<file path="src/rtl/stream_sink_if.sv">
// Upstream word stream plus host read port of the stream sink.
// The master side is the upstream operator and host reader; the slave side is the sink.
interface stream_sink_if #(
  parameter int N = 16
);
  logic         R_IN;
  logic [N-1:0] D_IN;
  logic         RD_EN;
  logic         RD_VALID;
  logic [N-1:0] RD_DATA;

  modport master (output R_IN, D_IN, RD_EN, input  RD_VALID, RD_DATA);
  modport slave  (input  R_IN, D_IN, RD_EN, output RD_VALID, RD_DATA);
endinterface

</file>
<file path="src/rtl/stream_sink.sv">
// Terminal consumer of the operator chain: counts incoming words against an expected total,
// buffers them in a FIFO drained through a registered read port, and flags loss on a full FIFO.
module stream_sink #(
  parameter int N  = 16,
  parameter int AW = 4,
  parameter int CW = 16
) (
  input  logic          CLK,
  input  logic          RST,
  input  logic          EN,
  input  logic          START,
  input  logic [CW-1:0] EXPECT,
  stream_sink_if.slave  bus,
  output logic          EMPTY,
  output logic          FULL,
  output logic [AW:0]   LEVEL,
  output logic [CW-1:0] COUNT,
  output logic          DONE,
  output logic          OVERFLOW
);

  localparam int DEPTH = 1 << AW;

  typedef enum logic [1:0] {IDLE, RECV, FIN} state_t;

  state_t        state;
  logic [N-1:0]  mem [DEPTH];
  logic [AW:0]   wr_ptr, rd_ptr;
  logic [CW-1:0] exp_q;
  logic [CW-1:0] count_inc;
  logic          pop, observed, push;

  // Status comes straight from the registered pointers, so no input reaches an output combinationally.
  assign EMPTY = (wr_ptr == rd_ptr);
  assign FULL  = (wr_ptr[AW] != rd_ptr[AW]) && (wr_ptr[AW-1:0] == rd_ptr[AW-1:0]);
  assign LEVEL = wr_ptr - rd_ptr;

  always_comb begin
    // NOTE: every signal gets a default first so no path leaves it unassigned and infers a latch.
    pop       = 1'b0;
    observed  = 1'b0;
    push      = 1'b0;
    count_inc = COUNT;
    if (!START) begin
      pop      = bus.RD_EN && !EMPTY;
      observed = (state == RECV) && EN && bus.R_IN;
      push     = observed && (!FULL || pop);
    end
    if (COUNT != '1) count_inc = COUNT + 1'b1;
  end

  // NOTE: storage is deliberately not reset; pointers define validity, and a resettable array costs a mux per bit.
  always_ff @(posedge CLK) begin
    if (push && !RST) mem[wr_ptr[AW-1:0]] <= bus.D_IN;
  end

  always_ff @(posedge CLK) begin
    // NOTE: non-blocking assignments so every register samples pre-edge values regardless of statement order.
    if (RST) begin
      state        <= IDLE;
      wr_ptr       <= '0;
      rd_ptr       <= '0;
      exp_q        <= '0;
      COUNT        <= '0;
      DONE         <= 1'b0;
      OVERFLOW     <= 1'b0;
      bus.RD_VALID <= 1'b0;
      bus.RD_DATA  <= '0;
    end else begin
      bus.RD_VALID <= pop;
      if (pop) bus.RD_DATA <= mem[rd_ptr[AW-1:0]];

      if (START) begin
        // A restart flushes unread words and wins over any read or word in the same cycle.
        exp_q    <= EXPECT;
        wr_ptr   <= '0;
        rd_ptr   <= '0;
        COUNT    <= '0;
        OVERFLOW <= 1'b0;
        DONE     <= (EXPECT == '0);
        state    <= (EXPECT == '0) ? FIN : RECV;
      end else begin
        if (pop)  rd_ptr <= rd_ptr + 1'b1;
        if (push) wr_ptr <= wr_ptr + 1'b1;
        if (observed) begin
          COUNT <= count_inc;
          if (!push) OVERFLOW <= 1'b1;
          if (count_inc == exp_q) begin
            state <= FIN;
            DONE  <= 1'b1;
          end
        end
      end
    end
  end

endmodule
</file>
<file path="src/flat_wrapper.sv">
// flat-port wrapper written by rule: the top's interface ports become plain ports
module stream_sink_flat 
#(
  parameter int N  = 16,
  parameter int AW = 4,
  parameter int CW = 16
)
  (CLK, RST, EN, START, EXPECT, EMPTY, FULL, LEVEL, COUNT, DONE, OVERFLOW, bus_R_IN, bus_D_IN, bus_RD_EN, bus_RD_VALID, bus_RD_DATA);
  stream_sink_if #(.N(N)) bus_i ();
  input  logic CLK;
  input  logic RST;
  input  logic EN;
  input  logic START;
  input  logic [CW-1:0] EXPECT;
  output logic EMPTY;
  output logic FULL;
  output logic [AW:0] LEVEL;
  output logic [CW-1:0] COUNT;
  output logic DONE;
  output logic OVERFLOW;
  input wire logic [$bits(bus_i.R_IN)-1:0] bus_R_IN;
  input wire logic [$bits(bus_i.D_IN)-1:0] bus_D_IN;
  input wire logic [$bits(bus_i.RD_EN)-1:0] bus_RD_EN;
  output wire logic [$bits(bus_i.RD_VALID)-1:0] bus_RD_VALID;
  output wire logic [$bits(bus_i.RD_DATA)-1:0] bus_RD_DATA;
  assign bus_i.R_IN = bus_R_IN;
  assign bus_i.D_IN = bus_D_IN;
  assign bus_i.RD_EN = bus_RD_EN;
  assign bus_RD_VALID = bus_i.RD_VALID;
  assign bus_RD_DATA = bus_i.RD_DATA;
  stream_sink #(.N(N), .AW(AW), .CW(CW)) u_core (.CLK(CLK), .RST(RST), .EN(EN), .START(START), .EXPECT(EXPECT), .bus(bus_i), .EMPTY(EMPTY), .FULL(FULL), .LEVEL(LEVEL), .COUNT(COUNT), .DONE(DONE), .OVERFLOW(OVERFLOW));
endmodule
</file>
<file path="config.mk">
export PLATFORM = sky130hd
export DESIGN_NAME = stream_sink_flat
export DESIGN_NICKNAME = d
export VERILOG_FILES = /design/src/rtl/stream_sink_if.sv /design/src/rtl/stream_sink.sv /design/src/flat_wrapper.sv
export SDC_FILE = /design/constraint.sdc
export NUM_CORES = 1
export LEC_CHECK = 0
export CORE_MARGIN = 4
export CORE_UTILIZATION = 30
export DETAILED_ROUTE_END_ITERATION = 10
export GPL_ROUTABILITY_DRIVEN = 0
export SLEW_MARGIN = 30
export SYNTH_ARGS = -nofsm -noshare
export SYNTH_HDL_FRONTEND = slang
export SYNTH_SLANG_ARGS = --single-unit
export TNS_END_PERCENT = 50
</file>
<file path="constraint.sdc">
create_clock -name CLK -period 5.58 [get_ports CLK]
set_input_delay 0.837 -clock CLK [delete_from_list [all_inputs] [get_ports CLK]]
set_output_delay 0.837 -clock CLK [all_outputs]
set_load 0.02 [all_outputs]
</file>
==> results by group, run 1 <==
Logic synthesis
  • Largest family of logic cells by synthesized area: multiplexers
  • Net count of the mapped netlist: 821
  • XOR/XNOR Fraction of Synth Area: 0.0235
  • Synth unique cells: 63
  • Share of cell area taken by muxes after synthesis: 0.152
  • Syn_area_per_cell: 16.9 µm²
  • Synthesized cell area: 13000 µm²
  • Post-synthesis sequential area ratio: 0.684
  • Fraction of registers with async set/reset: 0
  • Share of synthesized cell area in and, or, nand and nor gates: 0.0695
  • Number of flops mapped to enable cells by yosys: 256
  • Most instantiated flip-flop cell in the synthesis netlist: sky130_fd_sc_hd__edfxtp_1
  • Post-synthesis compound-gate area fraction: 0.0359
  • Yosys warns: 0
  • Gate Count Post-Synth: 772
  • Seq cells post-synth: 318
  • Post-Synth Adder-Cell Area: 0.0111

Global routing
  • Gr ovfl total: 0
  • Pin count of the biggest net entering global routing: 68
  • Number of antenna violations at the first check in global routing: 0
  • First-pass GRT wire length: 46.9 mm
  • Vias in the first global route: 7323
  • GRT Util Overall: 0.131

Placement
  • Cell area after placement: 14500 µm²
  • DP Worst Slack: 1.75 ns
  • Port Buffer Count: 79
  • Hpwl dp: 19.3 mm

Routing
  • Routed vias: 7184
  • Total wire length after detailed routing: 31.0 mm
  • Top Layer Used: met4
  • Total routed wire length on the met1 layer: 14.2 mm
  • Drt initial violations: 557
  • DR WL/cell: 21.1 µm
  • Met2 wire length: 14.5 mm
  • Vias per Instance: 4.89
  • Antenna Violating Nets Remaining: 0
  • Met3 routed WL: 1.53 mm
  • First-pass iteration count of the detailed router: 4
  • Drt drc: 0

STA
  • Clock skew after layout: 0.0256 ns
  • Achievable Freq: 0.259 GHz
  • Final setup violation count: 0
  • Unrepaired setup endpoints after global routing: false
  • Post-route fraction of the period consumed by the critical path: 0.691
  • Post-route minimum period: 3.86 ns
  • WHS: 0.454 ns
  • Sum Neg Setup Slack: 0 ns
  • Max-slew headroom at the worst pin: 0.403
  • Final-report hold violation count: 0
  • Worst-case setup margin in the final layout: 1.72 ns
  • Actual slew at the worst max-slew pin: 0.896 ns
  • Number of slew-limit violations in the final report: 0

Power and ir drop
  • Leakage power figure: 4.81 nW
  • Power density relative to cell area: 318 nW/µm²
  • Maximum ir drop on the vdd rail: 183 µV

Floorplan
  • Width of the die: 217 µm
  • Cell row count: 76
  • Core Footprint: 43100 µm²
  • Die height: 217 µm
  • Number of ports placed on the die boundary: 80
  • Die area: 46900 µm²
  • Effective utilization at floorplan: 0.303

Finish
  • Syn-to-layout area delta: 19.9%
  • Final core area utilization: 0.363
  • Post-route standard cell area excluding fillers: 15600 µm²
  • Fraction of layout instances using a drive strength above 1: 0.207
  • Net total in the final layout: 907
  • Commonest cells after routing, fill and taps aside: 256 x sky130_fd_sc_hd__edfxtp_1, 80 x sky130_fd_sc_hd__mux4_2, 78 x sky130_fd_sc_hd__clkdlybuf4s50_1
  • Most common cell after layout, fill and taps aside: sky130_fd_sc_hd__edfxtp_1
  • Antenna Cells: 0

CTS
  • Post-CTS Setup Repair Bufs: 0
  • Clock latency on the worst-skew pair: 0.53 ns
  • TritonCTS clock tree: built
  • Level count of the clock H-tree: 2
  • Bufs on Longest Clock Path: 3
  • Number of CTS-inserted buffers: 34
  • Gates resized, CTS repair: 0
  • Clk pin slew, worst setup/hold paths: 0.06 ns
  • Hold bufs inserted after CTS: 0
  • Clk sink count: 318
  • Clock tree root buffer cell: sky130_fd_sc_hd__clkbuf_16

Setup path
  • Worst path arrival time: 3.02 ns
  • Crit path largest cell delay: 0.65 ns
  • Critical path required time: 4.74 ns
  • Slowest library cell on the worst path: sky130_fd_sc_hd__clkdlybuf4s50_1
  • Critical Setup Path Class: reg -> out
  • Max FO, Critical Path: 67
  • Crit. End Element: primary output
  • Chain of cells forming the critical path: buf_6 > fa_1 > inv_1 > a21o_1 > a21oi_1 > xor2_1 > clkdlybuf4s50_1
  • Type of element launching the critical path: flip-flop

Min path
  • Hold Path Class: reg -> reg

Flow run
  • Number of violations of the max-capacitance limit: 0

Outcome
  • Result of the run: completed
worst paths after layout:
path                                       startpoint                    end  slack, ns  cells after the start
worst max register to register       u_core.rd_ptr[3]       u_core.mem[4][4]       1.86                      9
worst max-delay path                 u_core.rd_ptr[1]               LEVEL[4]       1.72                      7
worst min-delay path            u_core.bus.RD_DATA[1]  u_core.bus.RD_DATA[1]       0.45                      2
worst min register to register  u_core.bus.RD_DATA[1]  u_core.bus.RD_DATA[1]       0.45                      2
stage by stage:
| step | power, mW | instances |
|---|---|---|
| finish | 4.98 | 1469 |
| floorplan | 2.67 | 772 |
| CTS | 5.04 | 1469 |
| global route | 5.15 | 1469 |
| global placement | 2.74 | 1407 |
| detailed placement | 2.74 | 1407 |
cells by family (layout without fill, tap and decap cells):
kind of cell,Yosys count,in the layout
compound gates,73,73
xor+xnor,35,35
fa+ha+maj,11,11
buf+inv,54,166
flops,318,318
mux,98,98
simple gates,183,183
final cells by class:
cell class,count,area (µm²)
Clock buffer,40,895
Clock inverter,22,248
Fill cell,4035,27400
Inverter,11,41.3
Multi-Input combinational cell,400,3900
Sequential cell,318,8930
Tap cell,585,732
Timing Repair Buffer,93,895
cells in the mapped netlist (10+ instances only):
cell,instances,area share
sky130_fd_sc_hd__inv_1,10,0.0029
sky130_fd_sc_hd__nand4_1,12,0.0058
sky130_fd_sc_hd__dfxtp_1,62,0.095
sky130_fd_sc_hd__clkbuf_1,18,0.0052
sky130_fd_sc_hd__mux2i_1,18,0.014
sky130_fd_sc_hd__nor2_1,63,0.018
sky130_fd_sc_hd__nand2_1,53,0.015
sky130_fd_sc_hd__ha_1,10,0.0096
sky130_fd_sc_hd__mux4_2,80,0.14
sky130_fd_sc_hd__o21ai_0,10,0.0038
sky130_fd_sc_hd__xor2_1,16,0.011
sky130_fd_sc_hd__xnor2_1,19,0.013
sky130_fd_sc_hd__nor3_1,10,0.0038
sky130_fd_sc_hd__edfxtp_1,256,0.59
sky130_fd_sc_hd__a21oi_1,33,0.013
state kept, by name, summed over array words and instances (netlist names):
| name | count |
|---|---|
| u_core.bus.RD_DATA | 16 |
| u_core.exp_q | 16 |
| u_core.rd_ptr | 5 |
| u_core.bus.RD_VALID | 1 |
| u_core.OVERFLOW | 1 |
| u_core.wr_ptr | 5 |
| u_core.state | 2 |
| u_core.mem | 256 |
| u_core.COUNT | 16 |
power breakdown:
part	total [mW]	switching (mW)	internal [mW]
clock network	2.29	0.936	1.35
logic	0.116	0.0693	0.0472
registers	2.58	0.00887	2.57
per-layer routing:
layer | global-route usage | vias to the layer above
met1 | 0.186 | 3686
met5 | 0 | -
li1 | - | 3222
met3 | 0.0233 | 44
met4 | 0.0388 | 0
met2 | 0.207 | 232
worst max-delay path: cells and delay by family (launching register included):
| family | cells | cell delay (ns) |
|---|---|---|
| buffers and inverters | 3 | 1.23 |
| adders and majority gates | 1 | 0.34 |
| AOI/OAI and AO/OA | 2 | 0.34 |
| DFF | 1 | 0.33 |
| xor gates and xnor gates | 1 | 0.26 |
Power figures use the tool's default switching activity.
==> run 2, diff against run 1 <==
- clock period: 5.58 -> 3.63 ns (I/O delays scaled with it)
==> results by group, run 2 (synthesis gave the netlist of run 1 again) <==
Min path
  • Hold Path Class: reg -> reg

Setup path
  • Type of element launching the critical path: flip-flop
  • Most common cell on crit path: sky130_fd_sc_hd__inv_1
  • Crit. End Element: primary output
  • Max FO, Critical Path: 5
  • Worst path arrival time: 2.83 ns
  • CP Buf/Inv Count: 3
  • Family with the most delay on the worst path: buffers and inverters
  • Slowest library cell on the worst path: sky130_fd_sc_hd__clkdlybuf4s50_1
  • Chain of cells forming the critical path: inv_1 > ha_1 > fa_1 > inv_1 > a21o_1 > a21oi_1 > xor2_1 > clkdlybuf4s50_1
  • Critical Setup Path Class: reg -> out
  • Critical path required time: 3.09 ns
  • Crit path largest cell delay: 0.70 ns

STA
  • Achievable Freq: 0.296 GHz
  • Post-route fraction of the period consumed by the critical path: 0.931
  • Post-route minimum period: 3.38 ns
  • Number of slew-limit violations in the final report: 0
  • WHS: 0.456 ns
  • Final-report hold violation count: 0
  • Unrepaired setup endpoints after global routing: false
  • Sum Neg Setup Slack: 0 ns
  • Actual slew at the worst max-slew pin: 0.688 ns
  • Clock skew after layout: 0.0197 ns
  • Max-slew headroom at the worst pin: 0.538
  • Final setup violation count: 0

Routing
  • Met3 routed WL: 1.77 mm
  • Top Layer Used: met4
  • Drt initial violations: 704
  • Total wire length after detailed routing: 31.2 mm
  • Total routed wire length on the met1 layer: 14.4 mm
  • Drt drc: 0
  • Routed vias: 7229
  • Antenna Violating Nets Remaining: 0
  • First-pass iteration count of the detailed router: 5
  • Met2 wire length: 14.5 mm
  • DR WL/cell: 20.9 µm
  • Vias per Instance: 4.85

Finish
  • Largest register FFs: 256
  • Final standard cell count with taps included and fillers excluded: 1489
  • Fraction of layout instances using a drive strength above 1: 0.220
  • Final core area utilization: 0.365
  • Filler Cells Inserted: 4045
  • Area of all sequential standard cells: 8930 µm²
  • Commonest cells after routing, fill and taps aside: 256 x sky130_fd_sc_hd__edfxtp_1, 80 x sky130_fd_sc_hd__mux4_2, 78 x sky130_fd_sc_hd__clkdlybuf4s50_1
  • Net total in the final layout: 928
  • Most common cell after layout, fill and taps aside: sky130_fd_sc_hd__edfxtp_1
  • Syn-to-layout area delta: 20.5%
  • Multi-input gate area: 3860 µm²

Flow run
  • Number of violations of the max-capacitance limit: 0

Floorplan
  • Die height: 217 µm
  • Core Footprint: 43100 µm²
  • Effective utilization at floorplan: 0.303
  • Number of ports placed on the die boundary: 80
  • Width of the die: 217 µm
  • Cell row count: 76
  • Die area: 46900 µm²

Power and ir drop
  • Clock network fraction of total power: 0.442
  • Sequential Power Share: 0.534
  • Switching share of power: 0.204
  • Maximum ir drop on the vdd rail: 375 µV
  • Share of power burned in combinational logic: 0.024
  • Leakage power figure: 4.90 nW
  • P_int: 5.90 mW
  • Switching component of the power: 1.51 mW
  • Power density relative to cell area: 472 nW/µm²

Placement
  • Hpwl dp: 19.6 mm
  • DP Cell Count: 1427
  • Port Buffer Count: 79

Global routing
  • Vias in the first global route: 7462
  • GRT Util Overall: 0.132
  • First-pass GRT wire length: 47.4 mm
  • Gr ovfl total: 0
  • Number of antenna violations at the first check in global routing: 1
  • Pin count of the biggest net entering global routing: 68

CTS
  • Post-CTS Setup Repair Bufs: 0
  • Hold bufs inserted after CTS: 0
  • Clk pin slew, worst setup/hold paths: 0.06 ns
  • TritonCTS clock tree: built
  • Clk sink count: 318
  • Clock tree root buffer cell: sky130_fd_sc_hd__clkbuf_16
  • Bufs on Longest Clock Path: 3
  • Level count of the clock H-tree: 2
  • Clock latency on the worst-skew pair: 0.52 ns
  • Number of CTS-inserted buffers: 35
  • Gates resized, CTS repair: 0

Outcome
  • Result of the run: completed
## run 2: worst paths after layout
kind                          startpoint                      to  slack [ns]  cells after the start
setup / recovery        u_core.wr_ptr[0]                LEVEL[4]        0.25                      8
hold / removal    u_core.bus.RD_DATA[13]  u_core.bus.RD_DATA[13]        0.46                      2
setup reg to reg         u_core.COUNT[1]         u_core.state[0]        0.59                      8
hold reg to reg   u_core.bus.RD_DATA[13]  u_core.bus.RD_DATA[13]        0.46                      2
## run 2: cell type report
| type | instances | area share |
|---|---|---|
| Inverter | 11 | 0.00263 |
| Clock inverter | 17 | 0.00852 |
| Clock buffer | 44 | 0.0585 |
| Tap cell | 585 | 0.0466 |
| Antenna cell | 1 | 0.000159 |
| Multi-Input combinational cell | 400 | 0.246 |
| Timing Repair Buffer | 113 | 0.0694 |
| Sequential cell | 318 | 0.568 |
## run 2: tightest hold or removal path: cells and delay by family, from the launching register on
family,cells,cell delay [ns]
AO/OA/AOI/OAI,1,0.05
AND/OR/NAND/NOR,1,0.05
flip-flops,1,0.31
## run 2: power groups by stage
stage / clock network [mW] / logic [mW] / registers [mW]
4_1_cts: 3.36 / 0.177 / 3.96
3_3_place_gp: 0 / 0.174 / 4.04
5_1_grt: 3.54 / 0.192 / 3.96
6_report: 3.27 / 0.175 / 3.96
3_5_place_dp: 0 / 0.176 / 4.04
2_1_floorplan: 0 / 0.0712 / 4.03
## run 2: through the flow
stage / power, mW / area [µm²] / setup slack [ns]
finish: 7.41 / 15700 / 0.251
global route: 7.69 / 15700 / 0.159
CTS: 7.50 / 15700 / 0.261
detailed placement: 4.21 / 14700 / 0.575
global placement: 4.21 / 14700 / 0.673
floorplan: 4.11 / 13100 / -0.370
## run 2: layer usage
metal / vias to the layer above / GRT usage
li1: 3261 / -
met1: 3723 / 0.188
met2: 210 / 0.208
met3: 35 / 0.0293
met4: 0 / 0.0303
met5: - / 0
==> run 3, diff against run 2 <==
- CAP_MARGIN: default -> 20
==> results of run 3 <==
Same layout as run 2: the final DEF is identical, and so are final timing and power.
==> RTL edit 1, RTL diff (settings of run 3) <==
`CW` is set to 16 in 2 places; all go to 15.
--- a/src/rtl/stream_sink.sv
+++ b/src/rtl/stream_sink.sv
@@ -5,3 +5,3 @@
   parameter int AW = 4,
-  parameter int CW = 16
+  parameter int CW = 15
 ) (
--- a/src/flat_wrapper.sv
+++ b/src/flat_wrapper.sv
@@ -5,3 +5,3 @@
   parameter int AW = 4,
-  parameter int CW = 16
+  parameter int CW = 15
 )
Interface: changed (resized COUNT and EXPECT); port bits go from 80 to 78. The function was not compared with the original's and may differ.
==> RTL edit 1 against run 3 <==
Final cell count decreased by 4.8%; sequential cell count decreased by 2; non-clock buffer count fell by 5; clock skew increased by 0.0027 ns; utilization up 0.51 points; total power increased by 2.3%; routed wire length decreased by 3.2%; design area fell by 1.1%; critical endpoint unchanged; worst setup slack better by 0.014 ns; critical path depth is 3 lower; area after synthesis fell by 1.8%.
==> RTL edit 1: results (changes against run 3) <==
[hold_path]
holdCritStartpoint = u_core.bus.RD_DATA[14]$_SDFFE_PP0P_
hold_path_class = reg -> reg

[cts]
clk_pin_slew_ns = 0.06  ; about the same
clk_path_buf_depth = 3  ; unchanged
cts_resized = 0  ; unchanged
cts_buffers = 34  ; -2.9%
cts_setup_buffers = 0  ; unchanged
clockRootBuffer = clkbuf_16
insertion_delay_ns = 0.52  ; about the same
cts-htree-levels = 2  ; unchanged

[cells_and_area]
fin_nets = 902  ; -2.8%
layout-drive-gt1-share = 0.222  ; +0.00147
fillCellCount = 3946  ; -2.4%
n_antenna_cell = 0  ; -1
largest_register_ff_count = 256  ; unchanged

[grt]
grt_use_total = 0.131  ; -0.00150
grt_pass1_wl_um = 46300  ; -2.2%
grt_max_degree = 68  ; unchanged
grt_antenna_before_repair = 1  ; unchanged
grt_pass1_vias = 7284  ; -2.4%

[timing]
worstMarginPinSlew_ns = 0.841  ; +0.153 ns
fin_skew_ns = 0.0224  ; +0.00270 ns

[place]
dpl.hpwl_um = 18100  ; -7.8%
dpl-instance-area_mm2 = 0.0144  ; -1.6%
io_buffer_count = 77  ; -2.5%
dpl.cell_count = 1357  ; -4.9%
place_ws_ns = 0.661  ; +0.0863 ns

[yosys]
synth_fp_nets = 799  ; -2.7%
async_flop_share = 0  ; unchanged
seq_area_frac_synth = 0.694  ; +0.00937
synth_edf_count = 256  ; unchanged
yosys_most_used_dff = edfxtp_1
synth_warnings = 0  ; unchanged
yosys-top-cells-area = edfxtp_1 (60%), mux4_2 (14%), dfxtp_1 (9.4%)
yosysUniqueCellTypes = 54  ; -14%
netlist_instances = 751  ; -2.7%
ys_top_cells_by_count = edfxtp_1 (256), mux4_2 (80), nor2_1 (64), dfxtp_1 (60), nand2_1 (52)

[power_and_ir_drop]
p_leak_uw = 0.00487  ; -0.59%
vdd_drop_max_mv = 0.308  ; -18%

[critical_path]
critPathKind = reg -> out
slowest_delay_ns = 0.66  ; -0.04 ns
path_max_fanout = 10  ; +5
r2r_start = u_core.wr_ptr[2]$_SDFFE_PP0N_
crit_slowest_cell = clkdlybuf4s50_1
crit_arrival_ns = 2.82  ; about the same

[routing]
wl_um = 30100  ; -3.2%
drt_iter0_drc = 658  ; -6.5%
wl_per_cell_um = 21.3  ; +1.6%
first_pass_iters = 4  ; -1
vias = 7061  ; -2.3%

[run_status]
run_status = finished, final reports clean

RTL edit 1: layer usage:
metal	up-vias	share of wire	track usage
met3	46	0.056	0.0248
met2	208	0.47	0.206
li1	3150	-	-
met5	-	0.00043	0
met4	2	0.019	0.0326
met1	3655	0.46	0.187
RTL edit 1: cell type report:
| cell class | count | area, um^2 | area share |
|---|---|---|---|
| multi-input cells | 383 | 3770 | 0.242 |
| clock buffers | 37 | 882 | 0.0567 |
| well taps | 539 | 674 | 0.0434 |
| inverters | 11 | 41.3 | 0.00266 |
| clock inverters | 24 | 244 | 0.0157 |
| flip-flops and latches | 316 | 8890 | 0.572 |
| repair buffers | 108 | 1050 | 0.0674 |
RTL edit 1: where the power goes:
part           switching [uW]  internal, uW  leakage, uW
Combinational            98.4          70.7      0.00153
Clock                    1420          2060     0.000548
Sequential               10.4          3920      0.00279
RTL edit 1: critical path: cells and delay by family (launching register included):
| family | cells | cell delay [ns] |
|---|---|---|
| buf+inv | 1 | 0.66 |
| flops | 1 | 0.65 |
| compound gates | 2 | 0.39 |
| fa+ha+maj | 1 | 0.38 |
| xor+xnor | 1 | 0.25 |
RTL edit 1: logic make-up after synthesis:
group | count (synthesis) | synth area share
buffers and inverters | 52 | 0.0174
AOI/OAI and AO/OA | 56 | 0.0271
xor gates and xnor gates | 38 | 0.0260
adders and majority gates | 11 | 0.0113
and+or+nand+nor | 179 | 0.0681
DFF | 316 | 0.694
muxes | 99 | 0.156
RTL edit 1: worst paths after layout:
kind,slack [ns],cells past startpoint,endpoint
setup reg to reg,0.68,9,u_core.mem[12][3]$_DFFE_PP_
hold reg to reg,0.46,2,u_core.bus.RD_DATA[14]$_SDFFE_PP0P_
hold / removal,0.46,2,u_core.bus.RD_DATA[14]$_SDFFE_PP0P_
setup / recovery,0.27,5,LEVEL[4]
==> RTL edit 2, RTL diff (settings of run 3) <==
Without the edit above. Reset style: asynchronous (`RST`), changed in one clocked block.
--- a/src/rtl/stream_sink.sv
+++ b/src/rtl/stream_sink.sv
@@ -56,3 +56,3 @@
 
-  always_ff @(posedge CLK) begin
+  always_ff @(posedge CLK or posedge RST) begin
     // NOTE: non-blocking assignments so every register samples pre-edge values regardless of statement order.
Behaviour: differs if RST is asserted again (counterexample within 4 cycles, from zero or initial values and one cycle with RST high); with RST held inactive, the same outputs for 4 cycles.
==> RTL edit 2 against run 3 <==
Critical endpoint unchanged; area after synthesis is 1.6% higher; maximum frequency rose by 1.9%; first-iteration DRC count decreased by 19%; sequential cell count unchanged; routed wire length shrank 1.4%; non-clock buffer count up 8; worst setup slack improved by 0.062 ns; design area grew 2.1%; register-to-register slack lost 0.05 ns.
Power is not compared: it rests on default switching activity, and its combinational part moved more than twofold at a synthesized area within 25%.
==> RTL edit 2: results (changes against run 3) <==
[run_status]
run_status = finished, final reports clean

[critical_path]
r2r-end = u_core.state[0]$_DFFE_PP0P_
crit_family = buffers and inverters
startpoint = u_core.wr_ptr[2]$_DFFE_PP0P_
reg2reg_slack_ns = 0.54  ; -0.05 ns
crit_arrival_ns = 2.77  ; -0.06 ns
slowest_delay_ns = 0.64  ; -0.06 ns
r2r_start = u_core.COUNT[0]$_DFFE_PP0P_
path_max_fanout = 10  ; +5

[grt]
grt_pass1_wl_um = 46700  ; -1.4%
grtUsageMet1 = 0.175  ; -0.0130
grt_use_total = 0.129  ; -0.00255
grt_antenna_before_repair = 2  ; +1
grt_pass1_vias = 7317  ; -1.9%
met2_usage = 0.214  ; +0.00607
met3_usage = 0.0299  ; +0.000590

[routing]
viasPerCell = 4.86  ; about the same
wl_per_cell_um = 21.1  ; +0.74%
drt_iter0_drc = 572  ; -19%
wl_met3_um = 1760  ; -0.79%
highest_layer = met5
first_pass_iters = 5  ; unchanged
wl_met2_um = 15000  ; +3.5%
wl_met1_um = 13400  ; -6.7%

[yosys]
synth.area.mux_share = 0.165  ; +0.0134
async_flop_share = 0.195  ; +0.195
seq_area_frac_synth = 0.697  ; +0.0130
yosys-top-cells-area = edfxtp_1 (58%), mux4_2 (14%), dfrtp_1 (12%)
synth_edf_count = 256  ; unchanged
synth-compound-area-share = 0.0280  ; -0.00782
synth_xor_area_frac = 0.0231  ; -0.000359
synthAdderAreaFrac = 0.0110  ; -0.000170
ys_top_cells_by_count = edfxtp_1 (256), mux4_2 (80), dfrtp_1 (62), nor2_1 (45), mux2_2 (31)
yosysUniqueCellTypes = 54  ; -14%
synth_fp_nets = 779  ; -5.1%

[cts]
clk_path_buf_depth = 3  ; unchanged
clk_pin_slew_ns = 0.07
insertion_delay_ns = 0.54  ; +0.02 ns
cts_buffers = 34  ; -2.9%

[timing]
fin_skew_ns = 0.0183  ; -0.00138 ns
setup_ws_ns = 0.313  ; +0.0621 ns
slew_headroom = 0.569  ; +0.0310

[cells_and_area]
fin_nets = 897  ; -3.3%
layout-drive-gt1-share = 0.260  ; +0.0399
n_antenna_cell = 0  ; -1

[hold_path]
hold_path_class = in -> async

[place]
dpl.hpwl_um = 19600  ; -0.28%
place_ws_ns = 0.609  ; +0.0345 ns

[power_and_ir_drop]
p_leak_uw = 0.00530

RTL edit 2: cell families (layout without fill, tap and decap cells):
| family | Yosys count | count (layout) |
|---|---|---|
| AOI/OAI and AO/OA | 53 | 53 |
| xor gates and xnor gates | 35 | 35 |
| adders and majority gates | 11 | 11 |
| buffers and inverters | 57 | 199 |
| DFF | 318 | 318 |
| muxes | 115 | 115 |
| and+or+nand+nor | 141 | 141 |
RTL edit 2: power by group:
part,switching [uW],leakage [uW],total (uW),internal (uW)
clock,1430,0.000505,3340,1910
combinational,539,0.00171,1130,591
sequential,79.6,0.00309,4150,4070
total,2050,0.00530,8610,6560
RTL edit 2: area by class of cell:
class | count | area, um^2
fill | 4082 | 27300
sequential | 318 | 9240
multi-input combinational | 355 | 3830
timing repair buffer | 121 | 1110
clock buffer | 47 | 900
tap | 585 | 732
clock inverter | 13 | 164
inverter | 18 | 67.6
RTL edit 2: through the flow:
step | instances | power [uW] | utilization | cell area [um^2]
after floorplan | 730 | 4880 | - | 13300
after global placement | 1397 | 5370 | 0.346 | 15000
after detailed placement | 1397 | 5380 | 0.346 | 15000
after CTS | 1457 | 8750 | 0.370 | 16000
after global routing | 1457 | 8990 | 0.370 | 16000
final | 1457 | 8610 | 0.370 | 16000
RTL edit 2: worst min-delay path by stage:
stage / end / slack, ns / depth (start not counted)
after global placement: u_core.bus.RD_DATA[11]$_DFFE_PP0P_ / 0.49 / 1
after global routing: u_core.exp_q[0]$_DFFE_PP0P_ / 0.50 / 2
after detailed placement: u_core.bus.RD_DATA[1]$_DFFE_PP0P_ / 0.49 / 1
after CTS: u_core.exp_q[0]$_DFFE_PP0P_ / 0.47 / 2
after floorplan: u_core.exp_q[13]$_DFFE_PP0P_ / 0.50 / 1
final: u_core.exp_q[0]$_DFFE_PP0P_ / 0.47 / 2
